**src/rtl/game_regs_pkg.sv**
```systemverilog
// Shared game register-map definitions: sizes, word offsets, position layout, cure FSM states.
// Latency: n/a (types, constants and pure functions only).
// Backpressure: n/a.
package game_regs_pkg;

  localparam int TANK_NUM    = 2;
  localparam int COIN_NUM    = 3;
  localparam int WALL_NUM    = 16;
  localparam int BULLET_NUM  = 4;
  localparam int INIT_HEALTH = 5;

  // Word offsets relative to the block base address.
  localparam int OFF_CTRL      = 0;
  localparam int OFF_GAME_ATTR = 1;
  localparam int OFF_COIN      = 2;
  localparam int OFF_CURE      = 5;
  localparam int OFF_INIT_POS  = 7;
  localparam int OFF_WALL      = 9;
  localparam int OFF_STATUS    = 25;
  localparam int REG_NUM       = 26;

  // Position word: bit0 valid, [10:1] x, [20:11] y; same layout as the tank feedback regs.
  typedef struct packed {
    logic [9:0] y;
    logic [9:0] x;
    logic       valid;
  } pos_t;

  typedef enum logic [1:0] {
    CURE_IDLE,
    CURE_REQ,
    CURE_RELEASE
  } cure_state_t;

  localparam pos_t INIT_POS_VAL = '{y: 10'd0, x: 10'd0, valid: 1'b1};

  function automatic logic [31:0] pos_word(input pos_t p);
    return {11'b0, p};
  endfunction

  // Merge a write into an existing word, one byte lane per byte-enable bit.
  function automatic logic [31:0] apply_be(input logic [31:0] old_dat,
                                           input logic [31:0] wr_dat,
                                           input logic [3:0]  be);
    logic [31:0] res;
    res = old_dat;
    for (int b = 0; b < 4; b++) begin
      if (be[b]) res[8*b +: 8] = wr_dat[8*b +: 8];
    end
    return res;
  endfunction

endpackage

```
**src/rtl/game_config_regs_if.sv**
```systemverilog
// Avalon-MM slave bus carrying NIOS accesses into the game config block.
// Latency: read data valid one clock after the read strobe.
// Backpressure: none; the slave accepts every access in the cycle it is presented.
interface game_config_regs_if;
  logic        AVL_CS;
  logic        AVL_READ;
  logic        AVL_WRITE;
  logic [11:0] AVL_ADDR;
  logic [3:0]  AVL_BYTE_EN;
  logic [31:0] AVL_WRITEDATA;
  logic [31:0] AVL_READDATA;

  modport master (
    output AVL_CS, AVL_READ, AVL_WRITE, AVL_ADDR, AVL_BYTE_EN, AVL_WRITEDATA,
    input  AVL_READDATA
  );

  modport slave (
    input  AVL_CS, AVL_READ, AVL_WRITE, AVL_ADDR, AVL_BYTE_EN, AVL_WRITEDATA,
    output AVL_READDATA
  );
endinterface

```
**src/rtl/cure_handshake.sv**
```systemverilog
// Per-tank cure request: raises to_cure until one cured ack, then waits for the ack to drop.
// Latency: to_cure rises the clock after req_set (if health not full), falls the clock after cured.
// Backpressure: req_set while busy is dropped; each request retires on exactly one ack.
module cure_handshake
  import game_regs_pkg::*;
#(
  parameter int MAX_HEALTH = 5
) (
  input  logic        Clk,
  input  logic        Reset,
  input  logic        req_set,
  input  logic [31:0] health_in,
  input  logic        cured,
  output logic        to_cure,
  output logic        busy
);

  cure_state_t state, state_nxt;
  logic        cure_pend, cure_pend_nxt;
  logic        health_low;

  assign health_low = (health_in < 32'(MAX_HEALTH));

  // State and sticky request flag; reset abandons any partial handshake.
  always_ff @(posedge Clk) begin
    if (Reset) begin
      state     <= CURE_IDLE;
      cure_pend <= 1'b0;
    end else begin
      state     <= state_nxt;
      cure_pend <= cure_pend_nxt;
    end
  end

  // Next-state and request output; a new request is only seen in IDLE.
  always_comb begin
    state_nxt     = state;
    cure_pend_nxt = cure_pend;
    to_cure       = 1'b0;
    unique case (state)
      CURE_IDLE: begin
        if (cure_pend || req_set) begin
          if (health_low) begin
            state_nxt     = CURE_REQ;
            cure_pend_nxt = 1'b1;
          end else begin
            cure_pend_nxt = 1'b0;
          end
        end
      end
      CURE_REQ: begin
        to_cure = 1'b1;
        if (cured) begin
          state_nxt     = CURE_RELEASE;
          cure_pend_nxt = 1'b0;
        end
      end
      CURE_RELEASE: begin
        if (!cured) state_nxt = CURE_IDLE;
      end
      default: begin
        state_nxt     = CURE_IDLE;
        cure_pend_nxt = 1'b0;
      end
    endcase
  end

  assign busy = cure_pend || (state != CURE_IDLE);

endmodule

```
**src/rtl/game_config_regs.sv**
```systemverilog
// Game config register map: shadow regs written by NIOS, copied to live outputs on armed frame tick.
// Latency: read data one clock after read strobe; live config updates in the tick clock after commit.
// Backpressure: none; every Avalon access completes immediately, unmapped accesses are ignored.
module game_config_regs
  import game_regs_pkg::*;
#(
  parameter int BASE_ADDR  = 2055,
  parameter int MAX_HEALTH = 5
) (
  input  logic                Clk,
  input  logic                Reset,
  input  logic                frame_tick,
  game_config_regs_if.slave   avl,
  input  logic [31:0]         health_in [TANK_NUM],
  input  logic                cured,
  output logic [TANK_NUM-1:0] to_cure,
  output logic                game_run,
  output logic [31:0]         game_attr,
  output logic [31:0]         coin_attr [COIN_NUM],
  output logic [31:0]         init_pos  [TANK_NUM],
  output logic [31:0]         wall_pos  [WALL_NUM]
);

  localparam logic [11:0] BASE = 12'(BASE_ADDR);

  logic [11:0] off;
  logic        in_range;
  logic        wr_en;
  logic        commit_set;
  logic        commit_pending;

  logic        run_sh;
  logic [31:0] game_sh;
  logic [31:0] coin_sh [COIN_NUM];
  logic [31:0] init_sh [TANK_NUM];
  logic [31:0] wall_sh [WALL_NUM];

  logic [TANK_NUM-1:0] cure_wr;
  logic [TANK_NUM-1:0] cure_busy;
  logic [31:0]         rd_mux;

  assign off      = avl.AVL_ADDR - BASE;
  assign in_range = (avl.AVL_ADDR >= BASE) && (off < 12'(REG_NUM));
  assign wr_en    = avl.AVL_CS && avl.AVL_WRITE && in_range;

  // Commit and cure strobes need byte lane 0, which holds their trigger bit.
  assign commit_set = wr_en && (off == 12'(OFF_CTRL)) && avl.AVL_BYTE_EN[0] && avl.AVL_WRITEDATA[1];

  always_comb begin
    for (int k = 0; k < TANK_NUM; k++) begin
      cure_wr[k] = wr_en && (off == 12'(OFF_CURE + k)) &&
                   avl.AVL_BYTE_EN[0] && avl.AVL_WRITEDATA[0];
    end
  end

  // Shadow registers: byte-lane writes from software, never seen by the game until a commit.
  always_ff @(posedge Clk) begin
    if (Reset) begin
      run_sh  <= 1'b0;
      game_sh <= '0;
      for (int i = 0; i < COIN_NUM; i++) coin_sh[i] <= '0;
      for (int i = 0; i < TANK_NUM; i++) init_sh[i] <= pos_word(INIT_POS_VAL);
      for (int i = 0; i < WALL_NUM; i++) wall_sh[i] <= '0;
    end else if (wr_en) begin
      if ((off == 12'(OFF_CTRL)) && avl.AVL_BYTE_EN[0]) run_sh <= avl.AVL_WRITEDATA[0];
      if (off == 12'(OFF_GAME_ATTR))
        game_sh <= apply_be(game_sh, avl.AVL_WRITEDATA, avl.AVL_BYTE_EN);
      for (int i = 0; i < COIN_NUM; i++)
        if (off == 12'(OFF_COIN + i))
          coin_sh[i] <= apply_be(coin_sh[i], avl.AVL_WRITEDATA, avl.AVL_BYTE_EN);
      for (int i = 0; i < TANK_NUM; i++)
        if (off == 12'(OFF_INIT_POS + i))
          init_sh[i] <= apply_be(init_sh[i], avl.AVL_WRITEDATA, avl.AVL_BYTE_EN);
      for (int i = 0; i < WALL_NUM; i++)
        if (off == 12'(OFF_WALL + i))
          wall_sh[i] <= apply_be(wall_sh[i], avl.AVL_WRITEDATA, avl.AVL_BYTE_EN);
    end
  end

  // Commit arm: consumed by a tick only if armed before it; a write in that same clock re-arms.
  always_ff @(posedge Clk) begin
    if (Reset) commit_pending <= 1'b0;
    else       commit_pending <= commit_set || (commit_pending && !frame_tick);
  end

  // Live config: whole-map copy at an armed tick, sampling shadow values from before this clock's write.
  always_ff @(posedge Clk) begin
    if (Reset) begin
      game_run  <= 1'b0;
      game_attr <= '0;
      for (int i = 0; i < COIN_NUM; i++) coin_attr[i] <= '0;
      for (int i = 0; i < TANK_NUM; i++) init_pos[i]  <= pos_word(INIT_POS_VAL);
      for (int i = 0; i < WALL_NUM; i++) wall_pos[i]  <= '0;
    end else if (frame_tick && commit_pending) begin
      game_run  <= run_sh;
      game_attr <= game_sh;
      for (int i = 0; i < COIN_NUM; i++) coin_attr[i] <= coin_sh[i];
      for (int i = 0; i < TANK_NUM; i++) init_pos[i]  <= init_sh[i];
      for (int i = 0; i < WALL_NUM; i++) wall_pos[i]  <= wall_sh[i];
    end
  end

  // Read mux over shadow state; CURE words report that tank's handshake as busy.
  always_comb begin
    rd_mux = '0;
    if (in_range) begin
      if (off == 12'(OFF_CTRL))      rd_mux = {31'b0, run_sh};
      if (off == 12'(OFF_GAME_ATTR)) rd_mux = game_sh;
      for (int i = 0; i < COIN_NUM; i++)
        if (off == 12'(OFF_COIN + i)) rd_mux = coin_sh[i];
      for (int i = 0; i < TANK_NUM; i++)
        if (off == 12'(OFF_CURE + i)) rd_mux = {31'b0, cure_busy[i]};
      for (int i = 0; i < TANK_NUM; i++)
        if (off == 12'(OFF_INIT_POS + i)) rd_mux = init_sh[i];
      for (int i = 0; i < WALL_NUM; i++)
        if (off == 12'(OFF_WALL + i)) rd_mux = wall_sh[i];
      if (off == 12'(OFF_STATUS))    rd_mux = {30'b0, |cure_busy, commit_pending};
    end
  end

  // Registered read data, held between reads.
  always_ff @(posedge Clk) begin
    if (Reset)                           avl.AVL_READDATA <= '0;
    else if (avl.AVL_CS && avl.AVL_READ) avl.AVL_READDATA <= rd_mux;
  end

  for (genvar k = 0; k < TANK_NUM; k++) begin : g_cure
    cure_handshake #(.MAX_HEALTH(MAX_HEALTH)) u_cure (
      .Clk       (Clk),
      .Reset     (Reset),
      .req_set   (cure_wr[k]),
      .health_in (health_in[k]),
      .cured     (cured),
      .to_cure   (to_cure[k]),
      .busy      (cure_busy[k])
    );
  end

endmodule

```
**src/flat_wrapper.sv**
```systemverilog
// flat-port wrapper written by rule: the top's interface ports become plain ports
module game_config_regs_flat import game_regs_pkg::*;
#(
  parameter int BASE_ADDR  = 2055,
  parameter int MAX_HEALTH = 5
)
  (Clk, Reset, frame_tick, health_in, cured, to_cure, game_run, game_attr, coin_attr, init_pos, wall_pos, avl_AVL_CS, avl_AVL_READ, avl_AVL_WRITE, avl_AVL_ADDR, avl_AVL_BYTE_EN, avl_AVL_WRITEDATA, avl_AVL_READDATA);
  game_config_regs_if avl_i ();
  input  logic Clk;
  input  logic Reset;
  input  logic frame_tick;
  input  logic [31:0] health_in[TANK_NUM];
  input  logic cured;
  output logic [TANK_NUM-1:0] to_cure;
  output logic game_run;
  output logic [31:0] game_attr;
  output logic [31:0] coin_attr[COIN_NUM];
  output logic [31:0] init_pos[TANK_NUM];
  output logic [31:0] wall_pos[WALL_NUM];
  input wire logic [$bits(avl_i.AVL_CS)-1:0] avl_AVL_CS;
  input wire logic [$bits(avl_i.AVL_READ)-1:0] avl_AVL_READ;
  input wire logic [$bits(avl_i.AVL_WRITE)-1:0] avl_AVL_WRITE;
  input wire logic [$bits(avl_i.AVL_ADDR)-1:0] avl_AVL_ADDR;
  input wire logic [$bits(avl_i.AVL_BYTE_EN)-1:0] avl_AVL_BYTE_EN;
  input wire logic [$bits(avl_i.AVL_WRITEDATA)-1:0] avl_AVL_WRITEDATA;
  output wire logic [$bits(avl_i.AVL_READDATA)-1:0] avl_AVL_READDATA;
  assign avl_i.AVL_CS = avl_AVL_CS;
  assign avl_i.AVL_READ = avl_AVL_READ;
  assign avl_i.AVL_WRITE = avl_AVL_WRITE;
  assign avl_i.AVL_ADDR = avl_AVL_ADDR;
  assign avl_i.AVL_BYTE_EN = avl_AVL_BYTE_EN;
  assign avl_i.AVL_WRITEDATA = avl_AVL_WRITEDATA;
  assign avl_AVL_READDATA = avl_i.AVL_READDATA;
  game_config_regs #(.BASE_ADDR(BASE_ADDR), .MAX_HEALTH(MAX_HEALTH)) u_core (.Clk(Clk), .Reset(Reset), .frame_tick(frame_tick), .avl(avl_i), .health_in(health_in), .cured(cured), .to_cure(to_cure), .game_run(game_run), .game_attr(game_attr), .coin_attr(coin_attr), .init_pos(init_pos), .wall_pos(wall_pos));
endmodule
```
**config.mk**
```make
export PLATFORM = sky130hd
export DESIGN_NAME = game_config_regs_flat
export DESIGN_NICKNAME = d
export VERILOG_FILES = /design/src/rtl/game_regs_pkg.sv /design/src/rtl/game_config_regs_if.sv /design/src/rtl/cure_handshake.sv /design/src/rtl/game_config_regs.sv /design/src/flat_wrapper.sv
export SDC_FILE = /design/constraint.sdc
export NUM_CORES = 2
export LEC_CHECK = 0
export ABC_CLOCK_PERIOD_IN_PS = 3400
export CORE_MARGIN = 8
export CORE_UTILIZATION = 51
export CTS_BUF_LIST = sky130_fd_sc_hd__clkbuf_4
export DETAILED_ROUTE_END_ITERATION = 6
export MAX_ROUTING_LAYER = met4
export PLACE_DENSITY = 0.79
export SLEW_MARGIN = 15
export SYNTH_ARGS = -nofsm -noshare
export SYNTH_HDL_FRONTEND = slang
export SYNTH_SLANG_ARGS = --single-unit
export TNS_END_PERCENT = 5
```
**constraint.sdc**
```tcl
create_clock -name Clk -period 3.4 [get_ports Clk]
set_clock_uncertainty 0.1 [all_clocks]
set_input_delay 0.34 -clock Clk [delete_from_list [all_inputs] [get_ports Clk]]
set_output_delay 0.34 -clock Clk [all_outputs]
set_load 0.02 [all_outputs]
```
Word-level counts from Yosys, hierarchy flattened

Memories as Yosys holds them, arrays and structs flattened.
Cells that the tools add are included.

Register bits after elaboration: 777
Bits in writable memories: 672
Input port bits: 119
Output and inout port bits: 739
Logic and storage cells: 626
Memories: 3

Memory list:

| name           | depth | bits a word | rd ports | clocked after Yosys merged registers in | wr ports | RTL line               | source |
|---|---|---|---|---|---|---|---|
| u_core.wall_sh | 16    | 32          | 16       | 0                                       | 16       | game_config_regs.sv:36 | `logic [31:0] wall_sh [WALL_NUM];` |
| u_core.coin_sh | 3     | 32          | 3        | 0                                       | 3        | game_config_regs.sv:34 | `logic [31:0] coin_sh [COIN_NUM];` |
| u_core.init_sh | 2     | 32          | 2        | 0                                       | 2        | game_config_regs.sv:35 | `logic [31:0] init_sh [TANK_NUM];` |

$add $sub $neg: 1
Magnitude comparators: 4
Eq/ne operators: 37
Muxes and demuxes: 487
Bitwise operators: 23
Reduce and logical (&&, ||, !) cells: 37

Operators by type and width:

| cell                                                                   | number |
|---|---|
| 8-bit two-way mux                                                      | 336 |
| 32-bit two-way mux                                                     | 47 |
| 12-bit by 5-bit equality test with 1-bit output, second input constant | 10 |
| 12-bit by 4-bit equality test with 1-bit output, second input constant | 8 |
| 1-bit two-way mux                                                      | 94 |
| 32-bit by 3-bit < comparator with 1-bit output, second input constant  | 2 |
| 12-bit by 3-bit equality test with 1-bit output, second input constant | 4 |
| 12-bit by 2-bit equality test with 1-bit output, second input constant | 2 |
| 1-bit bitwise OR                                                       | 21 |
| 3-bit AND reduction                                                    | 6 |
| 1-bit logical AND                                                      | 16 |
| 2-bit inequality test, second input constant                           | 8 |
| 12-bit by 1-bit equality test with 1-bit output, second input constant | 1 |
| 12-bit greater-or-equal comparator, second input constant              | 1 |
| 12-bit zero test                                                       | 1 |
| 12-bit by 5-bit < comparator with 1-bit output, second input constant  | 1 |
| 2-bit two-way mux                                                      | 6 |
| 2-bit one-hot mux with 3 select lines                                  | 2 |
| 12-bit subtractor, second input constant                               | 1 |
| 4-bit AND reduction                                                    | 2 |
| 1-bit one-hot mux with 3 select lines                                  | 2 |
| 1-bit logical OR                                                       | 5 |
| 2-bit by 1-bit equality test with 1-bit output, second input constant  | 2 |
| 2-bit equality test, second input constant                             | 2 |
| other kinds (6)                                                        | 9 |

Longest topological paths before layout

Depth after elaboration: 29
Depth in mapped cells: 14
Mapped depth without buffers: 11

By module

A second synthesis with hierarchy kept.

Cells, all modules: 5,922
Area, all modules: 57,900.5 um^2

Modules (own cells, without submodules):

| module           | times used | cells an instance | area an instance (um^2) | sequential area each (um^2) |
|---|---|---|---|---|
| game_config_regs | 1          | 5,872             | 57,465.1                | 35,614.2 |
| cure_handshake   | 2          | 25                | 217.7                   | 60.1 |

Worst setup path after synthesis

No wires, ideal clock.

Path kind: in2reg
Start: input avl_AVL_ADDR[0]
End: memory u_core.wall_sh[15][0] (netlist: u_core.wall_sh[1][224]), enable pin
Data arrival time: 2,911 ps
Required time: 2,930 ps
Slack: 19 ps
Cell stages on the path: 10
Cell sequence: ha_1 -> buf_2 -> a31oi_1 -> o32ai_4 -> o211ai_2 -> buf_2 -> nor2_1 -> clkbuf_1 -> a21oi_1 -> nor2_1

RTL lines:

| element         | RTL line               | source |
|---|---|---|
| start, declared | flat_wrapper.sv:23     | `input wire logic [$bits(avl_i.AVL_ADDR)-1:0] avl_AVL_ADDR;` |
| end, declared   | game_config_regs.sv:36 |  |

Worst setup path after layout

Start: input avl_AVL_ADDR[9]
End: register u_core.avl.AVL_READDATA[19]

Longest elaborated chain between the ends: 28
Elaborated cells between the ends (all ways): 55
Those cells by class: 1 x add/sub; 2 x order compare; 25 x eq/ne; 26 x mux; 1 x reduce/logical

RTL lines:

| element                                         | RTL line                  | source |
|---|---|---|
| 12-bit subtractor                               | game_config_regs.sv:42    | `assign off = avl.AVL_ADDR - BASE;` |
| 12-bit by 1-bit equality test with 1-bit output | game_config_regs.sv:108   | `if (off == 12'(OFF_GAME_ATTR)) rd_mux = game_sh;` |
| 32-bit two-way mux                              | game_config_regs.sv:108   |  |
| 32-bit two-way mux (3 in a row)                 | game_config_regs.sv:110   | `if (off == 12'(OFF_COIN + i)) rd_mux = coin_sh[i];` |
| 32-bit two-way mux (2 in a row)                 | game_config_regs.sv:112   | `if (off == 12'(OFF_CURE + i)) rd_mux = {31'b0, cure_busy[i]};` |
| 32-bit two-way mux (2 in a row)                 | game_config_regs.sv:114   | `if (off == 12'(OFF_INIT_POS + i)) rd_mux = init_sh[i];` |
| 32-bit two-way mux (16 in a row)                | game_config_regs.sv:116   | `if (off == 12'(OFF_WALL + i)) rd_mux = wall_sh[i];` |
| 32-bit two-way mux                              | game_config_regs.sv:117   | `if (off == 12'(OFF_STATUS)) rd_mux = {30'b0, \|cure_busy, commit_pending};` |
| 32-bit two-way mux (*)                          | game_config_regs.sv:106   | `if (in_range) begin` |
| end signal, assigned                            | game_config_regs.sv:124   | `else if (avl.AVL_CS && avl.AVL_READ) avl.AVL_READDATA <= rd_mux;` |
| end, declared                                   | game_config_regs_if.sv:20 | `output AVL_READDATA` |

Mark *: on every way between the ends. The rest lies on a longest branch, timed or not.
A chain may end at the register's enable or synchronous reset.

==> metrics.md <==
| Metric | Value |
|---|---|
| Synth warnings | `0` |
| Crit path capture type | `flip-flop` |
| Endpoints failing hold | `0` |
| Setup crit start | `avl_AVL_ADDR[9]` |
| Peak Freq | `between 200 and 300 MHz` |
| Die width | `353.3 um` |
| Number of flops mapped to enable cells by yosys | `approximately 670` |
| Sequential Power Share | `0.531` |
| Largest net degree at the start of global routing | `173` |
| DR vias/cell | `about 6.5` |
| Pint | `roughly 27 mW` |
| Minimum clock period | `3511 ps` |
| Setup violators final | `5` |
| Mapped Area | `just under 0.06 mm^2` |
| Mean Syn Cell Area | `9.804 um^2` |
| CP most frequent cell | `buf_4` |
| Commonest cells after routing, fill and taps aside | `nand2_1 (1,660), buf_4 (881), clkdlybuf4s50_1 (839), a21oi_1 (815), dfxtp_1 (777)` |
| Commonest non-fill, non-tap cell in the layout | `nand2_1` |
| Final ANT Viol Nets | `0` |
| I/O pins | `858` |
| Layout area overhead | `38.93%` |
| Final worst slack | `-111.2 ps` |
| Net Sw Frac | `0.2643` |
| DRC | `0` |
| Slowest cell on crit path | `a2111oi_1` |
| Register bit total from synthesis | `1,449` |
| Crit path cell chain | `clkdlybuf4s50_1 -> or4_4 -> buf_4 -> o31ai_2 -> buf_4 -> nor2_2 -> buf_4 -> nand2_1 -> buf_4 -> o221ai_1 -> a2111oi_1 -> o21ai_1 -> a221oi_1` |
| Final Cycle Share | `1.033` |
| Register area share after synthesis | `0.6159` |
| PortBufs | `857` |
| Global-route wire length before repair | `about 450,000 um` |
| R2R Path Start | `u_core.g_cure[1].u_cure.state[1]$_SDFFE_PP0P_` |
| Worst-margin pin slew | `~1400 ps` |
| Clock power frac | `0.417` |
| Worst R2R Setup Slack | `between 100 and 150 ps` |
| Max_slew headroom | `0.06441` |
| Max Fanout on Critical Path | `7` |
| Vias in the first global route | `slightly below 60,000` |
| Drt pass-1 iters | `7` |
| All-layer global routing usage | `0.5215` |
| Fin nets | `between 7,000 and 8,000` |
| Top-area cell type share of the netlist area | `0.3478` |
| Critical Path RT | `roughly 4400 ps` |
| Top cells by area, synth | `edfxtp_1 (35%), dfxtp_1 (27%), nand2_1 (11%)` |
| Combinational power share | `0.052` |
| Crit-path max cell delay | `720 ps` |
| Final HPWL DP | `~250,000 um` |
| Peak supply drop | `approximately 430 uV` |
| Leak Pwr | `slightly below 30 nW` |
| CTS H-tree lvls | `5` |
| WL final | `roughly 330,000 um` |
| Initial Util | `0.5150` |
| Synth async-reset ratio | `0` |
| Hold WC Path Type | `primary input to flip-flop` |
| Die height | `353.3 um` |
| Power density cells | `about 460 mW/mm^2` |
| Full die area | `around 0.12 mm^2` |
| Critical R2R Capture | `u_core.g_cure[1].u_cure.state[0]$_SDFFE_PP0P_` |
| Worst-Skew Late Latency | `1300 ps` |
| Failing checks | `setup timing` |
| Remaining global-route overflow | `0` |
| Max cap viols | `0` |
| Crit Path Class | `primary input to flip-flop` |
| Run status | `finished with violations` |
| Clock Sinks | `~1,400` |
| Num CTS Buffers | `373` |
| Setup crit end | `u_core.avl.AVL_READDATA[19]$_SDFFE_PP0P_` |
| TritonCTS clock tree | `done` |
| Worst Path Arrival | `about 4500 ps` |
| Fin Setup TNS | `-323.2 ps` |
| Post-synth net total | `between 6,000 and 7,000` |
| Post-synth cell types | `94` |
| R2R cell count | `8` |
| Top_reg_cell synth | `dfxtp_1` |
| Clock root cell | `clkbuf_4` |
| Total chip power | `approximately 37 mW` |
| Worst setup SP type | `primary input` |
| Layout cells sized above 1 | `0.2074` |
| Switch Pwr | `just under 10 mW` |
| Core area | `0.1127 mm^2` |
| Clock tree buffer depth | `4` |
| Routability cong. | `1.198` |
| Synthesized netlist cell count | `5,918` |
| Fill count | `7,659` |
| Final Max Slew Viols | `0` |
| Post-synth top area cell | `edfxtp_1` |
| Fin cells | `9,619` |
| Routed len/inst | `34.64 um` |
| Clk slew on worst S/H paths | `70 ps` |
| Initial antenna violation count | `59` |
| DRT iter0 DRCs | `11,320` |
| Cell row count | `123` |
| Placed insts | `8,798` |
| DR vias | `slightly above 60,000` |
synth_stat cells (11+ instances only):
cell / instances
o22ai_1: 26
o2111ai_1: 23
buf_2: 42
a2111oi_0: 22
buf_1: 11
a221oi_1: 61
o211ai_1: 23
a21o_1: 48
dfxtp_1: 777
a222oi_1: 11
o31ai_1: 15
nor4_1: 30
or3_1: 16
inv_1: 16
nor2_1: 158
nand2_1: 1661
o221ai_1: 14
a22o_1: 18
and3_1: 32
a211oi_1: 28
o21bai_1: 22
nor3_1: 99
nor2b_1: 39
o21ai_0: 87
nand2b_1: 11
nand3_1: 72
o21ai_1: 13
a21oi_1: 819
and2_1: 387
a22oi_1: 40
clkbuf_1: 377
a221o_1: 15
a31oi_1: 32
edfxtp_1: 672
buf_4: 11
nand4_1: 24
nor2_2: 15
kinds of logic (layout without fill, tap and decap cells):
family / after synthesis / in the layout / synth area share
other: 0 / 125 / 0
AO/OA/AOI/OAI: 1419 / 1419 / 0.1526
buffers and inverters: 457 / 2533 / 0.03118
multiplexers: 10 / 10 / 0.001747
flip-flops: 1449 / 1449 / 0.6159
adder cells (fa/ha/maj): 5 / 5 / 0.001078
AND/OR/NAND/NOR: 2576 / 2576 / 0.1972
XOR/XNOR: 2 / 2 / 0.0003020
power by group through the flow:
stage	registers (mW)	logic, mW	clock network, mW
floorplan	19.3	0.587	0
global placement	19.9	1.71	0
finish	19.6	1.91	15.4
detailed placement	19.9	1.73	0
global route	19.5	1.87	16.2
CTS	19.5	1.77	15.2
through the flow:
step	util	hold slack [ps]	setup WS (ps)	instance area [um^2]
after global routing	0.7142	96.09	-17.16	80450
after global placement	0.6657	342.3	-2398	74990
after floorplan	-	344.5	18.87	58020
after detailed placement	0.6660	345.3	-1742	75030
final	0.7155	172.4	-111.2	80610
after CTS	0.7120	46.29	-36.60	80210
critical path: cells and delay by family:
family / cells / cell delay (ps)
buf+inv: 5 / 1320
compound gates: 5 / 2060
simple gates: 3 / 780
sequential cells by signal, summed over array words and instances (netlist names):
signal	count
u_core.game_sh	32
u_core.wall_sh	512
u_core.g_cure.u_cure.state	4
u_core.game_attr	32
u_core.coin_sh	96
u_core.avl.AVL_READDATA	32
u_core.coin_attr	96
u_core.wall_pos	512
u_core.run_sh	1
u_core.g_cure.u_cure.cure_pend	2
u_core.init_sh	64
u_core.game_run	1
u_core.init_pos	64
u_core.commit_pending	1
worst min path at each step:
| stage | start | to | slack [ps] | cells after the start |
|---|---|---|---|---|
| 3_3_place_gp | u_core.wall_pos[365]$_SDFFE_PP0P_ | u_core.wall_pos[365]$_SDFFE_PP0P_ | 340 | 2 |
| 2_1_floorplan | u_core.run_sh$_SDFFE_PP0P_ | u_core.game_run$_SDFFE_PP0P_ | 340 | 2 |
| 4_1_cts | avl_AVL_WRITEDATA[19] | u_core.game_sh[19]$_SDFFE_PP0P_ | 50 | 3 |
| 3_5_place_dp | u_core.init_pos[53]$_SDFFE_PP0P_ | u_core.init_pos[53]$_SDFFE_PP0P_ | 350 | 2 |
| 5_1_grt | avl_AVL_WRITEDATA[19] | u_core.game_sh[19]$_SDFFE_PP0P_ | 100 | 3 |
| 6_report | avl_AVL_BYTE_EN[0] | u_core.wall_sh[0][33]$_SDFFCE_PN0P_ | 170 | 4 |
per-layer routing:
metal  wire length, um  track usage  share of wire  vias to the layer above
met4             33960       0.4071           0.10                        0
met1            111200       0.5972           0.33                    29380
met3             51010       0.2024           0.15                     1855
met5                 0            -              0                        -
li1                  -            -              -                    24750
met2            137000       0.7289           0.41                     6411
cell type report:
type	instances	area (um^2)	share of cell area
Tap cell	1500	1877	0.02328
Clock inverter	93	491.7	0.006100
Clock buffer	565	4242	0.05262
Antenna cell	125	312.8	0.003881
Timing Repair Buffer	1859	17160	0.2129
Inverter	16	60.06	0.0007451
Sequential cell	1449	35730	0.4433
Multi-Input combinational cell	4012	20730	0.2571
what timing repair did:
action,4_1_cts,5_1_grt
hold endpoints to repair,1339,0
pin swaps,0,4
setup buffers,0,2
hold buffers,36,0
resized for setup,19,18
endpoints found under the setup margin,13,223
Power figures use the tool's default switching activity.
